===== src/rtl/bsg_counter_window_sampler.sv =====
// Windowed popcount event counter: sums popcount(up_i) over window_p counting
// cycles and offers each window total on a valid/yumi output slot.
module bsg_counter_window_sampler #(
  parameter  int els_p          = 4,
  parameter  int window_p       = 256,
  localparam int count_width_lp = $clog2(window_p*els_p + 1),
  localparam int win_width_lp   = (window_p > 1) ? $clog2(window_p) : 1
) (
  input  logic                      clk_i,
  input  logic                      reset_i,
  input  logic                      en_i,
  input  logic [els_p-1:0]          up_i,
  output logic                      v_o,
  output logic [count_width_lp-1:0] count_o,
  input  logic                      yumi_i,
  output logic                      overrun_o,
  output logic                      busy_o
);

  localparam int pop_width_lp = $clog2(els_p + 1);

  if (window_p < 2) begin : g_window_check
    $error("bsg_counter_window_sampler: window_p must be >= 2");
  end

  typedef enum logic [0:0] {eIdle, eCount} state_e;

  state_e                    state, state_n;
  logic [count_width_lp-1:0] acc;
  logic [win_width_lp-1:0]   win;
  logic [pop_width_lp-1:0]   pop;
  logic [count_width_lp-1:0] sample;
  logic                      counting;
  logic                      window_end;
  logic                      accept;

  // NOTE: combinational blocks use blocking '=' and assign every output a
  // default first, so no path leaves a variable unassigned and no latch forms.
  always_comb begin
    pop = '0;
    for (int i = 0; i < els_p; i++) begin
      pop = pop + pop_width_lp'(up_i[i]);
    end
  end

  assign counting   = (state == eCount) && en_i;
  assign window_end = counting && (win == win_width_lp'(window_p - 1));
  assign sample     = acc + count_width_lp'(pop);
  // A slot freed by yumi on the window-end cycle can take the new sample.
  assign accept     = window_end && (!v_o || yumi_i);
  assign busy_o     = (state == eCount);

  always_comb begin
    state_n = state;
    case (state)
      eIdle:   if (en_i)  state_n = eCount;
      eCount:  if (!en_i) state_n = eIdle;
      default: state_n = eIdle;
    endcase
  end

  // NOTE: sequential state uses non-blocking '<=' so every flop samples the
  // pre-edge values of its peers, independent of statement order.
  always_ff @(posedge clk_i or posedge reset_i) begin
    if (reset_i) begin
      state <= eIdle;
    end else begin
      state <= state_n;
    end
  end

  // Leaving eCount (or sitting in eIdle) keeps the accumulator empty, so a
  // partial window is discarded and the next window starts fresh.
  always_ff @(posedge clk_i or posedge reset_i) begin
    if (reset_i) begin
      acc <= '0;
      win <= '0;
    end else if (window_end) begin
      acc <= '0;
      win <= '0;
    end else if (counting) begin
      acc <= sample;
      win <= win + 1'b1;
    end else begin
      acc <= '0;
      win <= '0;
    end
  end

  always_ff @(posedge clk_i or posedge reset_i) begin
    if (reset_i) begin
      v_o       <= 1'b0;
      count_o   <= '0;
      overrun_o <= 1'b0;
    end else begin
      overrun_o <= window_end && v_o && !yumi_i;
      if (accept) begin
        v_o     <= 1'b1;
        count_o <= sample;
      end else if (yumi_i) begin
        v_o <= 1'b0;
      end
    end
  end

  yumi_without_valid: assert property (
    @(posedge clk_i) disable iff (reset_i) yumi_i |-> v_o
  ) else $warning("bsg_counter_window_sampler: yumi_i asserted while v_o=0");

endmodule


===== config.mk =====
export PLATFORM = sky130hd
export DESIGN_NAME = bsg_counter_window_sampler
export DESIGN_NICKNAME = d
export VERILOG_FILES = /design/src/rtl/bsg_counter_window_sampler.sv
export SDC_FILE = /design/constraint.sdc
export NUM_CORES = 1
export LEC_CHECK = 0
export CORE_MARGIN = 1.5
export CORE_UTILIZATION = 43
export DETAILED_ROUTE_END_ITERATION = 16
export PLACE_DENSITY = 0.65
export REMOVE_ABC_BUFFERS = 1
export SYNTH_ARGS = -nofsm -noshare
export SYNTH_HDL_FRONTEND = slang
export SYNTH_SLANG_ARGS = --single-unit

===== constraint.sdc =====
create_clock -name clk_i -period 2.59 [get_ports clk_i]
set_clock_uncertainty 0.05 [all_clocks]
set_input_delay 0.259 -clock clk_i [delete_from_list [all_inputs] [get_ports clk_i]]
set_output_delay 0.259 -clock clk_i [all_outputs]
set_load 0.1 [all_outputs]

==> impl_metrics.csv <==
group,metric,value,unit
routing,dr.pass1.iters,4,
pwr,total_leakage_power,0.849,nW
placed_design,dp_hpwl,1830,µm
clock_tree,cts.sinks,33,
final_layout,diodes,0,
floorplanning,die-area,0.00391,mm²
worst_setup_path,crit_top_cell,"fa_1",
final_layout,nets,176,
worst_setup_path,crit_path_end_kind,"register",
routing,ant_nets,0,
clock_tree,cts_tree,"yes",
synth,synth-seq-cells,33,
timing,tightest_slew,0.419,ns
synth,async_flop_share,100,%
routing,drtIter0Drc,31,
synth,synth.yosys.seq_area_share,54.2,%
clock_tree,clock_latency,0.34,ns
grt,grt_pass1_wl,4720,µm
worst_setup_path,crit_chain,"clkdlybuf4s50_1, fa_1, inv_1, fa_1, inv_1, fa_1, nand2_1, nor3_1, xnor2_1, nor2_1",
pwr,powerDensity,519,mW/mm²
synth,yosysTopAreaCell,"dfrtp_1",
synth,synth_top_area_share,54.2,%
worst_setup_path,crit_slowest_cell,"fa_1",
grt,grt_max_degree,34,
worst_setup_path,crit_path_end,"acc[10]",
routing,drt-total-wl,2570,µm
synth,yosysWarnings,0,
synth,synthTopCellsByArea,"dfrtp_1, nor2_1, a21oi_2",
clock_tree,cts_max_level,2,
timing,setup_tns,0,ns
floorplanning,core,0.00336,mm²
clock_tree,clock_path_buffers,2,
grt,first_global_vias,997,
synth,synth-main-ff-cell,"dfrtp_1",
placed_design,io_buffers,21,
final_layout,drive_above_1_share,25.0,%
pwr,ir_drop,262,µV
routing,num_vias,1017,
final_layout,multi_input_area,637,µm²
grt,grt-ovfl-total,0,
synth,synthesis.area,0.00152,mm²
placed_design,place_congestion,0.734,
worst_setup_path,startpoint,"up_i[0]",
timing,slew_headroom,72.0,%
worst_setup_path,required,2.77,ns
worst_setup_path,reg2reg_to,"count_o[6]",
worst_setup_path,cpPeakStageDelay,0.54,ns
clock_tree,clock-root-buffer,"clkbuf_4",
min_path,hold_class,"input port to async pin",
routing,drc,0,
synth,synth_cells,135,
timing,slew_violations,0,
timing,hold_viol,0,
timing,period_minus_slack,2.34,ns
clock_tree,cts_made_buffers,5,
clock_tree,cts_setup_buffers,0,
pwr,power.total,0.946,mW
worst_setup_path,cp_max_fo,3,
final_layout,seq_area,826,µm²
worst_setup_path,cp_num_buf_inv,3,
worst_setup_path,path_depth,10,
worst_setup_path,r2r_start,"win[0]",
synth,ys_top_cells_by_count,"dfrtp_1, nor2_1, a21oi_2, xor2_1, inv_1",
floorplanning,boundaryPins,22,
run_status,status,"complete, no violations",
worst_setup_path,critPathLaunchType,"input port",
synth,yosysMostFrequentCell,"dfrtp_1",
routing,routed_via_density,4.84,
timing,max_freq,427,MHz
timing,fin_crit_sh,90.5,%
run,drv_cap,0,
worst_setup_path,path_class,"input port to register",
synth,synth_enable_flop_cells,0,
timing,rsz0062_at_grt,"no",
floorplanning,start_util,45.3,%
timing,setup_viol,0,
worst_setup_path,regToRegSetupSlack,0.75,ns
worst_setup_path,reg2reg_depth,7,
final_layout,fillCellCount,335,
routing,wl_per_cell,12.2,µm
synth,syn_area_per_cell,11.3,µm²
grt,track_usage,15.7,%
grt,antenna_found_initial,0,
clock_tree,cts.clk_slew.worst_paths,0.10,ns
floorplanning,die_w,62.5,µm
synth,synthDistinctLibCells,26,
clock_tree,ctsResizeCount,0,
worst_setup_path,cpLargestDelayFamily,"adder cells",
clock_tree,cts_hold_buf,0,
floorplanning,rows,21,
final_layout,synthToLayoutAreaGrowth,19.5,%
worst_setup_path,critical_path_arrival,2.52,ns
floorplanning,fp.dieH,62.5,µm
-- worst min path at each step --
stage	depth (start not counted)	slack (ns)	endpoint	startpoint
4_1_cts	3	0.26	v_o	reset_i
5_1_grt	3	0.28	overrun_o	reset_i
2_1_floorplan	0	0.24	busy_o	en_i
3_3_place_gp	2	0.45	count_o[4]	count_o[4]
3_5_place_dp	2	0.46	count_o[5]	count_o[5]
6_report	3	0.26	overrun_o	reset_i
-- metrics by stage --
step / setup WS [ns] / area [µm²] / cells / hold WS [ns] / util (%)
6_report: 0.247 / 1820 / 210 / 0.256 / 54.2
5_1_grt: 0.0956 / 1820 / 210 / 0.276 / 54.2
4_1_cts: 0.233 / 1820 / 210 / 0.262 / 54.2
3_5_place_dp: -0.155 / 1750 / 202 / 0.456 / 52.1
3_3_place_gp: -0.0803 / 1750 / 202 / 0.448 / 52.1
2_1_floorplan: -0.0974 / 1490 / 131 / 0.240 / -
-- logic make-up after synthesis --
group | count (synthesis) | synth area share (%)
simple gates | 55 | 18.7
flops | 33 | 54.2
compound gates | 15 | 8.13
xor+xnor | 15 | 8.62
buf+inv | 11 | 4.02
fa+ha+maj | 5 | 5.58
mux | 1 | 0.739
-- cell type report --
class | count | share of cell area [%]
Tap cell | 46 | 3.16
Timing Repair Buffer | 25 | 11.3
Clock inverter | 1 | 0.275
Clock buffer | 7 | 3.57
Inverter | 7 | 1.44
Sequential cell | 33 | 45.3
Multi-Input combinational cell | 91 | 35.0
-- cell usage in the layout (no fill, tap or decap) --
cell / n
nand2b_1: 1
nor2b_1: 1
nand2_1: 4
ha_1: 2
o2111ai_1: 3
clkdlybuf4s50_1: 7
nor3_1: 3
xor2_1: 10
o21ai_0: 2
a21oi_2: 10
clkbuf_4: 5
xnor2_1: 5
nand3_4: 1
or2_2: 1
clkbuf_8: 2
fa_1: 3
buf_4: 18
nor2_1: 30
nand3_1: 6
mux2_2: 1
nand4_1: 2
and4_1: 1
clkinv_2: 1
inv_1: 7
dfrtp_1: 33
nor4b_4: 1
nand4_2: 1
and3_1: 3
-- report_power, final --
group          leakage (nW)  internal [mW]  switching, mW
Clock                0.0413          0.157          0.174
Combinational         0.352         0.0346         0.0512
Sequential            0.457          0.522        0.00727
-- tightest hold or removal path, delay by kind of cell --
| family | cells | cell delay (ns) |
|---|---|---|
| buf+inv | 3 | 0.82 |
-- state kept, by name, indices dropped and copies added, names as in the netlist --
name and count:
acc 11, busy_o 1, count_o 11, overrun_o 1, v_o 1, win 8
-- metal layers --
layer | GRT usage (%) | up-vias | wire [µm]
met5 | 0 | - | 0
met2 | 22.4 | 24 | 1100
li1 | - | 502 | -
met1 | 21.3 | 484 | 1290
met4 | 10.0 | 0 | 70
met3 | 3.96 | 7 | 106
(Power assumes the default switching activity.)
